--- src/rtl/arb_requester.sv ---
// Requester-side companion to the 4-way req/gnt arbiter: turns a burst command into req/beat handshakes.
// Optional grant-timeout abort is enabled by defining GNT_TIMEOUT_EN.
module arb_requester #(
    parameter int LEN_W   = 4,
    parameter int WAIT_W  = 8,
    parameter int TIMEOUT = 16
) (
    input  logic              clk,
    input  logic              n_rst,
    input  logic              start,
    input  logic [LEN_W-1:0]  len,
    input  logic              gnt,
    output logic              req,
    output logic              busy,
    output logic              beat_en,
    output logic              last,
    output logic              done,
    output logic              err,
    output logic [WAIT_W-1:0] wait_cycles
);

    typedef enum logic [1:0] {
        IDLE   = 2'd0,
        ACTIVE = 2'd1,
        REL    = 2'd2
    } state_t;

    if (TIMEOUT < 1 || TIMEOUT > (2 ** WAIT_W) - 1) begin : g_bad_timeout
        $error("arb_requester: TIMEOUT must lie in 1..2**WAIT_W-1");
    end

    state_t             state;
    logic [LEN_W-1:0]   remaining;
    logic [WAIT_W-1:0]  wait_cnt;
    logic               first_seen;
    logic               abort;
    logic               aborted;

    assign beat_en = (state == ACTIVE) && gnt;
    assign last    = beat_en && (remaining == '0);

`ifdef GNT_TIMEOUT_EN
    logic [WAIT_W-1:0] to_cnt;

    // Abort on the TIMEOUT-th consecutive gnt-low ACTIVE cycle; a grant in that cycle wins.
    assign abort = (state == ACTIVE) && !gnt && (to_cnt == WAIT_W'(TIMEOUT - 1));

    always_ff @(posedge clk or negedge n_rst) begin
        if (!n_rst) begin
            to_cnt  <= '0;
            aborted <= 1'b0;
            err     <= 1'b0;
        end else begin
            err <= (state == REL) && !gnt && aborted;
            if (state != ACTIVE || gnt) begin
                to_cnt <= '0;
            end else if (to_cnt != '1) begin
                to_cnt <= to_cnt + 1'b1;
            end
            if (abort) begin
                aborted <= 1'b1;
            end else if (state == REL && !gnt) begin
                aborted <= 1'b0;
            end
        end
    end
`else
    assign abort   = 1'b0;
    assign aborted = 1'b0;
    assign err     = 1'b0;
`endif

    // NOTE: every register below uses non-blocking assignment so all of them see the
    // pre-edge state; a blocking write would leak a new value into later statements.
    always_ff @(posedge clk or negedge n_rst) begin
        if (!n_rst) begin
            state       <= IDLE;
            req         <= 1'b0;
            busy        <= 1'b0;
            done        <= 1'b0;
            remaining   <= '0;
            wait_cnt    <= '0;
            wait_cycles <= '0;
            first_seen  <= 1'b0;
        end else begin
            done <= 1'b0;
            case (state)
                IDLE: begin
                    if (start) begin
                        state      <= ACTIVE;
                        req        <= 1'b1;
                        busy       <= 1'b1;
                        remaining  <= len;
                        wait_cnt   <= '0;
                        first_seen <= 1'b0;
                    end
                end
                ACTIVE: begin
                    if (gnt) begin
                        if (!first_seen) begin
                            first_seen  <= 1'b1;
                            wait_cycles <= wait_cnt;
                        end
                        if (remaining == '0) begin
                            state <= REL;
                            req   <= 1'b0;
                        end else begin
                            remaining <= remaining - 1'b1;
                        end
                    end else begin
                        if (!first_seen && wait_cnt != '1) begin
                            wait_cnt <= wait_cnt + 1'b1;
                        end
                        if (abort) begin
                            state     <= REL;
                            req       <= 1'b0;
                            remaining <= '0;
                        end
                    end
                end
                REL: begin
                    // Hold until the arbiter drops gnt so it is back in idle before our next req.
                    if (!gnt) begin
                        state <= IDLE;
                        busy  <= 1'b0;
                        done  <= !aborted;
                    end
                end
                default: begin
                    state <= IDLE;
                    req   <= 1'b0;
                    busy  <= 1'b0;
                end
            endcase
        end
    end

`ifndef SYNTHESIS
    a_done_err_excl : assert property (@(posedge clk) disable iff (!n_rst) !(done && err));
    a_no_beat_in_rel : assert property (@(posedge clk) disable iff (!n_rst) (state == REL) |-> !beat_en);
`endif

endmodule

--- config.mk ---
export PLATFORM = sky130hd
export DESIGN_NAME = arb_requester
export DESIGN_NICKNAME = d
export VERILOG_FILES = /design/src/rtl/arb_requester.sv
export SDC_FILE = /design/constraint.sdc
export NUM_CORES = 1
export LEC_CHECK = 0
export ABC_AREA = 1
export CAP_MARGIN = 20
export CORE_MARGIN = 2
export CORE_UTILIZATION = 25
export DETAILED_ROUTE_END_ITERATION = 10
export HOLD_SLACK_MARGIN = 0.06
export SLEW_MARGIN = 20
export SYNTH_ARGS = -nofsm -noshare
export SYNTH_HDL_FRONTEND = slang
export SYNTH_SLANG_ARGS = --single-unit
--- constraint.sdc ---
create_clock -name clk -period 1.2 [get_ports clk]
set_input_delay 0.18 -clock clk [delete_from_list [all_inputs] [get_ports clk]]
set_output_delay 0.18 -clock clk [all_outputs]
set_load 0.1 [all_outputs]
==> run_results.csv, run 1 <==
group,metric,value,unit
run_status,status,"finished with violations",
run_status,violations,"negative setup slack",
timing,hold_violations,0,
clock_tree,cts-root-buf,"clkbuf_8",
global_routing,grt_pass1_wl,5350,µm
placed_design,gp_congestion,0.760,
synth,syn-cell-area,1340,µm²
clock_tree,cts.clk_slew.worst_paths,0.10,ns
critical_path,crit_required,1.02,ns
timing,fin_ws,-0.401,ns
die,initial_core_util,26.0,%
die,dieHeight,77.2,µm
timing,finalCritPeriodShare,133,%
synth,synth-seq-cells,26,
layout,final_layout_size_suffix_gt1_share,49.1,%
timing,setup_viol,25,
drt,post-route-drc-count,0,
global_routing,grt_pass1_vias,1241,
synth,ys_top_cells_by_count,"50 x nand2_1, 26 x dfrtp_1, 17 x inv_1, 17 x o21ai_0, 16 x nor2_1",
clock_tree,ctsHoldBuffers,0,
drt,drt-total-wl,3240,µm
clock_tree,htreeDepth,1,
placed_design,placement.io_buffers,20,
layout,regArea,653,µm²
layout,n_fill_cell,493,
power_and_ir_drop,powerDensity,2360,nW/µm²
layout,multiInputGateArea,786,µm²
drt,vias,1278,
layout,n_antenna_cell,0,
synth,synth_edf_count,0,
synth,yosysTopAreaCell,"dfrtp_1",
clock_tree,numCtsBuffers,3,
critical_path,crit_top_cell,"nor2_4",
die,core_area,5140,µm²
die,io_pins,22,
die,die_width,77.2,µm
critical_path,critPathCaptureType,"output pin",
synth,synth_cell_types,23,
synth,yosys_warnings,0,
power_and_ir_drop,peakVddDrop,1.19,mV
die,dieArea,5960,µm²
synth,syn_nets,178,
synth,yosysSeqAreaShare,48.6,%
layout,final_net_count,243,
synth,syn_avg_cell_area,7.97,µm²
clock_tree,cts_max_path_buffers,2,
layout,final_util,45.9,%
synth,async_flop_share,100,%
power_and_ir_drop,p_leak,0.00109,µW
clock_tree,cts.sinks,26,
layout,area_growth,76.4,%
timing,drv_slew,0,
synth,netlist.area_leader.share,48.6,%
critical_path,critPathLaunchType,"flip-flop",
timing,rsz0062_at_grt,"yes",
critical_path,cpPeakStageDelay,0.41,ns
critical_path,crit_arrival,1.42,ns
critical_path,crit_fanout,2,
flow_run,max_cap_viol_count,0,
drt,final_antenna_net_count,0,
timing,fin_skew,0.00812,ns
global_routing,track_usage,10.9,%
power_and_ir_drop,finalPower,5570,µW
placed_design,hpwl,2160,µm
hold_path,hold_class,"primary input to asynchronous set/reset pin",
drt,drt_first_iter_violations,35,
synth,synth_most_common_cell,"nand2_1",
timing,period_minus_slack,1.60,ns
synth,yosys-top-cells-area,"dfrtp_1 49%, nand2_1 14%, o21ai_0 6.4%",
critical_path,crit_type,"flip-flop to output pin",
global_routing,grt-ovfl-total,0,
critical_path,cp_slowest_cell,"dfrtp_1",
clock_tree,clk_latency,0.27,ns
critical_path,crit_chain,"inv_2 -> ha_4 -> nand2_4 -> nor2_4 -> nand2_2 -> nor2_4 -> buf_12",
drt,dr.pass1.iters,4,
clock_tree,tritoncts,"done",
critical_path,ff2ff_setup_slack,-0.25,ns
drt,wl_per_cell,10.7,µm
synth,synth_cells,168,
timing,fmax,624,MHz
die,rows,26,
synth,ys.flop_type,"dfrtp_1",
global_routing,antenna_found_initial,0,
global_routing,grt_max_degree,27,
drt,detail_route.vias_per_cell,4.23,
worst paths after layout:
kind | cells past startpoint | endpoint | startpoint
max | 7 | last | remaining[0]
min | 2 | remaining[2] | n_rst
max in group asynchronous | 2 | wait_cnt[3] | n_rst
max reg2reg | 11 | remaining[2] | remaining[0]
min in group clk | 2 | wait_cnt[7] | wait_cnt[7]
min reg2reg | 2 | wait_cnt[7] | wait_cnt[7]
per-stage QoR:
| step | cell area, µm² | instances | TNS [ns] | worst slack [ns] | hold WS [ns] |
|---|---|---|---|---|---|
| CTS | 2240 | 298 | -2.18 | -0.388 | 0.250 |
| global placement | 2020 | 279 | -3.64 | -0.225 | 0.478 |
| finish | 2360 | 302 | -3.03 | -0.401 | 0.237 |
| global route | 2360 | 302 | -5.09 | -0.476 | 0.271 |
| floorplan | 1420 | 168 | -1.04 | -0.302 | -0.116 |
| detailed placement | 2020 | 279 | -3.73 | -0.244 | 0.486 |
registers in the layout (all words and copies together), names as in the netlist:
signal       flops
remaining        4
busy             1
first_seen       1
req              1
wait_cnt         8
state            2
wait_cycles      8
done             1
kinds of logic (layout without fill, tap and decap cells):
| family | after synthesis | after routing | synth area share, % |
|---|---|---|---|
| other | 1 | 1 | 0.280 |
| adders and majority gates | 2 | 2 | 1.87 |
| and+or+nand+nor | 85 | 86 | 26.9 |
| buffers and inverters | 23 | 85 | 7.38 |
| xor gates and xnor gates | 2 | 2 | 1.31 |
| DFF | 26 | 26 | 48.6 |
| AOI/OAI and AO/OA | 29 | 30 | 13.6 |
worst max-delay path, delay by kind of cell (launching register included):
kind	cells	cell delay [ns]
adder cells (fa/ha/maj)	1	0.15
buffers and inverters	2	0.26
flip-flops	1	0.41
AND/OR/NAND/NOR	4	0.33
power by group:
group / leakage (µW) / total, µW / switching [µW] / internal, µW
combinational: 0.000721 / 3690 / 2120 / 1570
sequential: 0.000341 / 1300 / 194 / 1110
clock: 0.0000288 / 580 / 286 / 294
total: 0.00109 / 5570 / 2600 / 2980
repair_timing:
item,4_1_cts,5_1_grt
resized for setup,18,27
buffers inserted,16,4
pin swaps,17,14
cloned,1,1
setup endpoints to repair,15,27
layout by cell type, fill, tap and decap left out:
| master | count |
|---|---|
| buf_4 | 34 |
| nand2_1 | 33 |
| dfrtp_1 | 24 |
| buf_12 | 15 |
| nand2_2 | 14 |
| nor2_1 | 14 |
| inv_1 | 12 |
| o21ai_2 | 12 |
| o21ai_1 | 9 |
| nand3_1 | 8 |
| nand2_4 | 7 |
| clkdlybuf4s50_1 | 7 |
| o21ai_0 | 6 |
| buf_6 | 5 |
| inv_2 | 4 |
| nor2_4 | 4 |
| clkbuf_8 | 4 |
| inv_4 | 2 |
| nand2_8 | 2 |
| a21oi_4 | 2 |
| xor2_1 | 2 |
| dfrtp_2 | 2 |
| inv_12 | 1 |
| or2_2 | 1 |
| inv_6 | 1 |
| nor3_4 | 1 |
| a21oi_2 | 1 |
| nand3b_1 | 1 |
| nor3_1 | 1 |
| ha_4 | 1 |
| ha_2 | 1 |
| conb_1 | 1 |
routing by layer:
metal,vias up,share of wire [%],GRT usage [%]
met3,6,2.4,1.65
met1,594,46,13.7
met2,17,49,18.8
li1,661,-,-
met5,-,0,0
met4,0,1.9,4.29
cell type report:
type / count / share of cell area (%)
Multi-Input combinational cell: 121 / 33.3
Timing Repair Buffer: 61 / 28.9
Sequential cell: 26 / 27.7
Inverter: 20 / 4.13
Tap cell: 70 / 3.71
Clock buffer: 4 / 2.33
Power figures use the tool's default switching activity.
==> run 2, diff against run 1 <==
--- a/config.mk
+++ b/config.mk
@@ -10,6 +10,7 @@
 export CORE_MARGIN = 2
 export CORE_UTILIZATION = 25
 export DETAILED_ROUTE_END_ITERATION = 10
+export GPL_TIMING_DRIVEN = 0
 export HOLD_SLACK_MARGIN = 0.06
 export SLEW_MARGIN = 20
 export SYNTH_ARGS = -nofsm -noshare
==> run_results.csv, run 2 (synthesis gave the netlist of run 1 again) <==
group,metric,value,unit
timing,tightest_slew,0.616,ns
timing,slew_headroom,58.9,%
power_and_ir_drop,powerDensity,2380,nW/µm²
layout,most-common-layout-cells,"37 x nand2_1, 25 x buf_4, 24 x dfrtp_1, 13 x nor2_1, 12 x o21ai_2",
clock_tree,tritoncts,"done",
global_routing,track_usage,11.3,%
drt,drt_first_iter_violations,86,
critical_path,critPathLaunchType,"flip-flop",
timing,setup_viol,23,
hold_path,min-delay-start,"gnt",
layout,final_layout_size_suffix_gt1_share,43.7,%
timing,hold_violations,0,
timing,period_minus_slack,1.61,ns
power_and_ir_drop,pwr-share-clk,10.7,%
timing,fin_skew,0.00920,ns
timing,fin_ws,-0.413,ns
drt,detail_route.vias_per_cell,4.33,
layout,final_common_cell,"nand2_1",
global_routing,grt-ovfl-total,0,
critical_path,crit_required,1.02,ns
layout,area_growth,53.4,%
power_and_ir_drop,peakVddDrop,1.00,mV
critical_path,crit_fanout,3,
clock_tree,numCtsBuffers,3,
global_routing,grt_pass1_vias,1211,
timing,finalCritPeriodShare,134,%
timing,drv_slew,0,
timing,tns,-2.89,ns
die,rows,26,
clock_tree,cts.sinks,26,
die,initial_core_util,26.0,%
global_routing,grt_pass1_wl,5560,µm
layout,n_antenna_cell,0,
global_routing,grt_max_degree,27,
clock_tree,htreeDepth,1,
power_and_ir_drop,power.switching,2390,µW
drt,wl_per_cell,11.5,µm
placed_design,placement.io_buffers,20,
power_and_ir_drop,p_int,2500,µW
global_routing,antenna_found_initial,0,
die,core_area,5140,µm²
critical_path,critPathCaptureType,"output pin",
die,io_pins,22,
run_status,violations,"negative setup slack",
critical_path,crit_top_cell,"nor2_4",
critical_path,reg2reg_from,"remaining[0]",
critical_path,cp_slowest_cell,"dfrtp_1",
placed_design,placed_area,1710,µm²
drt,dr.pass1.iters,4,
clock_tree,cts.clk_slew.worst_paths,0.10,ns
drt,drt-total-wl,3280,µm
power_and_ir_drop,p_leak,0.000961,µW
hold_path,hold_class,"primary input to flip-flop",
drt,final_antenna_net_count,0,
critical_path,crit_type,"flip-flop to output pin",
critical_path,cpPeakStageDelay,0.40,ns
die,dieArea,5960,µm²
clock_tree,clk_latency,0.27,ns
drt,vias,1234,
power_and_ir_drop,p_sw_share,48.9,%
critical_path,crit_arrival,1.43,ns
critical_path,startpoint,"remaining[0]",
placed_design,gp_congestion,0.799,
power_and_ir_drop,p_seq_share,26.2,%
timing,rsz0062_at_grt,"yes",
placed_design,hpwl,2070,µm
drt,post-route-drc-count,0,
power_and_ir_drop,power_frac_comb,63.1,%
die,die_width,77.2,µm
critical_path,crit_chain,"inv_2 -> ha_4 -> nand2_4 -> nor2_4 -> nand2_2 -> nor2_4 -> buf_12",
clock_tree,cts-root-buf,"clkbuf_8",
layout,n_fill_cell,537,
clock_tree,cts_max_path_buffers,2,
timing,fmax,620,MHz
flow_run,max_cap_viol_count,0,
layout,final_net_count,226,
layout,reg_top3,"wait_cnt (8), wait_cycles (8), remaining (4)",
die,dieHeight,77.2,µm
run_status,status,"finished with violations",
layout,fin_area,2050,µm²
[run 2: cell types whose count changed in the layout (fill, tap and decap cells not counted), sizes merged]
cell / change
clkdlybuf4s50: -2
dlygate4sd2: +1
nand2: -1
buf: -16
dlygate4sd3: +1
[run 2: power by group through the flow]
stage               sequential [µW]  clock (µW)  combinational, µW
floorplan                      1840           0               1240
global placement               1280           0               2240
detailed placement             1290           0               2260
CTS                            1270         538               2850
global route                   1310         581               3300
finish                         1280         521               3090
[run 2: critical path, delay by kind of cell, from the launching register on]
kind                       cells  cell delay, ns
and+or+nand+nor                4            0.34
adders and majority gates      1            0.15
DFF                            1            0.40
buffers and inverters          2            0.26
[run 2: final cells by class]
type / count / area [µm²] / share of cell area [%]
inverter: 20 / 92.6 / 4.51
clock buffer: 4 / 45.0 / 2.19
timing repair buffer: 42 / 384 / 18.7
sequential: 26 / 653 / 31.8
tap: 70 / 87.6 / 4.27
multi-input combinational: 120 / 752 / 36.6
buffer: 3 / 38.8 / 1.89
[run 2: path summary, 6_finish.rpt]
path                                       end  cells after the start  slack, ns
worst max-delay path                      last                      7      -0.41
worst min-delay path                      done                      2       0.35
worst max register to register             req                     12      -0.34
worst min register to register  wait_cycles[2]                      2       0.49
max in group asynchronous                  req                      2       0.31
min in group asynchronous         remaining[2]                      2       0.45
[run 2: through the flow]
stage	hold WS, ns	worst slack (ns)	instances	power (µW)	utilization [%]
after CTS	0.345	-0.385	281	4660	37.9
after floorplan	-0.116	-0.302	168	3070	-
after global placement	0.466	-1.10	258	3520	33.3
after detailed placement	0.230	-1.10	258	3550	33.2
final	0.346	-0.413	285	4890	39.9
after global routing	0.343	-0.487	285	5200	39.9
[run 2: routing by layer]
layer  GRT usage (%)  vias to the layer above  routed length [µm]
li1                -                      625                   -
met1            14.2                      583                1470
met2            19.6                       22                1690
met3            1.65                        4                  87
met4            4.29                        0                  36
met5               0                        -                   0
[run 2: what timing repair did]
item / CTS / global route
endpoints found under the setup margin: 34 / 26
pin swaps: 9 / 10
resized for setup: 103 / 26
gates cloned: 1 / 0
hold buffers: 1 / 0
setup buffers: 21 / 5
hold endpoints to repair: 26 / 0
==> run 3, diff against run 2 <==
--- a/config.mk
+++ b/config.mk
@@ -8,11 +8,12 @@
 export ABC_AREA = 1
 export CAP_MARGIN = 20
 export CORE_MARGIN = 2
-export CORE_UTILIZATION = 25
+export CORE_UTILIZATION = 45
 export DETAILED_ROUTE_END_ITERATION = 10
 export GPL_TIMING_DRIVEN = 0
 export HOLD_SLACK_MARGIN = 0.06
-export SLEW_MARGIN = 20
+export PLACE_DENSITY = 0.72
+export SLEW_MARGIN = 10
 export SYNTH_ARGS = -nofsm -noshare
 export SYNTH_HDL_FRONTEND = slang
 export SYNTH_SLANG_ARGS = --single-unit
==> run_results.csv, run 3 (synthesis gave the netlist of run 1 again) <==
group,metric,value,unit
run_status,status,"finished with violations",
run_status,violations,"negative setup slack",
layout,final_common_cell,"nand2_1",
power_and_ir_drop,peakVddDrop,1.88,mV
global_routing,grtUsageMet2,37.2,%
global_routing,grt_max_degree,18,
timing,tightest_slew,0.551,ns
timing,fin_ws,-0.433,ns
drt,detail_route.vias_per_cell,5.07,
critical_path,crit_type,"flip-flop to output pin",
critical_path,cpPeakStageDelay,0.41,ns
global_routing,grt-ovfl-total,0,
layout,regArea,653,µm²
drt,wl_per_cell,12.9,µm
global_routing,track_usage,20.7,%
layout,n_fill_cell,200,
die,die_width,58.5,µm
critical_path,critPathCaptureType,"output pin",
drt,drt-total-wl,3140,µm
placed_design,placement.io_buffers,20,
layout,n_antenna_cell,0,
die,initial_core_util,48.1,%
global_routing,use_met3,2.86,%
flow_run,max_cap_viol_count,0,
clock_tree,tritoncts,"done",
layout,most-common-layout-cells,"38 x nand2_1, 24 x dfrtp_1, 19 x buf_4, 13 x nor2_1, 12 x buf_6",
critical_path,crit_fanout,2,
power_and_ir_drop,p_leak,0.000945,µW
layout,fin_area,2000,µm²
timing,fin_skew,0.00980,ns
timing,hold_violations,0,
die,core_area,2780,µm²
placed_design,dp_cells,220,
layout,final_net_count,224,
layout,area_growth,49.2,%
placed_design,placed_area,1690,µm²
global_routing,antenna_found_initial,0,
critical_path,crit_chain,"inv_2 -> ha_4 -> nand2_4 -> nor2_4 -> nand2_2 -> nor2_4 -> buf_12",
timing,slew_headroom,63.1,%
layout,reg_top3,"wait_cnt (8), wait_cycles (8), remaining (4)",
critical_path,critPathLaunchType,"flip-flop",
drt,post-route-drc-count,0,
critical_path,critPathTopFamily,"flip-flops",
layout,post_layout_nonfiller_instances,244,
critical_path,crit_top_cell,"nor2_4",
global_routing,top_usage_layer,"met2",
drt,vias,1238,
hold_path,hold_class,"primary input to asynchronous set/reset pin",
drt,dr.pass1.iters,4,
clock_tree,cts-root-buf,"clkbuf_4",
clock_tree,ctsHoldBuffers,0,
timing,setup_viol,24,
die,dieArea,3430,µm²
clock_tree,cts.sinks,26,
die,io_pins,22,
placed_design,hpwl,2060,µm
critical_path,crit_arrival,1.45,ns
drt,drt_first_iter_violations,51,
critical_path,cp_slowest_cell,"dfrtp_1",
timing,period_minus_slack,1.63,ns
critical_path,crit_cells,7,
timing,drv_slew,0,
drt,final_antenna_net_count,0,
layout,multiInputGateArea,738,µm²
layout,final_layout_size_suffix_gt1_share,40.4,%
placed_design,post-place-ws,-1.09,ns
layout,final_util,71.8,%
critical_path,worstRegToRegCells,11,
critical_path,path_buf_inv,2,
global_routing,grt_pass1_vias,1232,
critical_path,ff2ff_setup_slack,-0.24,ns
clock_tree,cts_max_path_buffers,2,
clock_tree,htreeDepth,1,
critical_path,r2r_end,"remaining[0]",
critical_path,reg2reg_from,"remaining[0]",
power_and_ir_drop,powerDensity,2430,nW/µm²
timing,rsz0062_at_grt,"yes",
timing,finalCritPeriodShare,136,%
clock_tree,numCtsBuffers,3,
critical_path,crit_required,1.02,ns
die,rows,19,
die,dieHeight,58.5,µm
global_routing,grt_pass1_wl,5500,µm
clock_tree,clk_latency,0.32,ns
placed_design,gp_congestion,0.809,
global_routing,use_met1,25.6,%
clock_tree,cts.clk_slew.worst_paths,0.14,ns
timing,fmax,612,MHz
run 3: timing repair:
action                                  CTS  global route
endpoints found under the setup margin   35            35
setup buffers                            13             6
endpoints found under the hold margin     0             0
cloned                                    1             0
resized for setup                       106            22
pin swaps                                 8             8
run 3: layer usage:
metal	vias up	part of all wire, %	wire (µm)
li1	620	-	-
met1	576	42	1330
met2	32	52	1630
met3	10	3.5	111
met4	0	1.9	60
met5	-	0	0
run 3: power by group:
part	switching, µW	internal (µW)	total (µW)
combinational	1970	1190	3160
clock	258	130	388
sequential	187	1110	1300
run 3: worst max path at each step:
stage,from,end
after floorplan,remaining[0],last
after detailed placement,remaining[0],last
after global routing,remaining[1],last
after global placement,remaining[0],last
after CTS,remaining[0],last
final,remaining[0],last
run 3: metrics by stage:
stage / TNS (ns) / hold WS (ns) / power (µW)
6_report: -3.75 / 0.194 / 4850
5_1_grt: -5.91 / 0.216 / 5170
4_1_cts: -3.15 / 0.214 / 4470
3_5_place_dp: -12.04 / 0.470 / 3590
3_3_place_gp: -21.69 / 0.465 / 3500
2_1_floorplan: -1.04 / -0.116 / 3070
run 3: area by class of cell:
| class | instances | area share [%] |
|---|---|---|
| Buffer | 3 | 1.88 |
| Clock buffer | 4 | 1.32 |
| Inverter | 20 | 4.76 |
| Multi-Input combinational cell | 120 | 37.0 |
| Sequential cell | 26 | 32.7 |
| Tap cell | 31 | 1.94 |
| Timing Repair Buffer | 40 | 20.4 |
run 3: worst reg2reg max path: stages, from the launching register on:
cell,delay [ns]
dfrtp_1,0.41
inv_2,0.08
ha_4,0.14
nand2_4,0.05
nor2_4,0.09
nand2_2,0.09
buf_4,0.14
buf_6,0.12
nand2_8,0.07
inv_6,0.05
nand2_2,0.05
o21ai_1,0.06
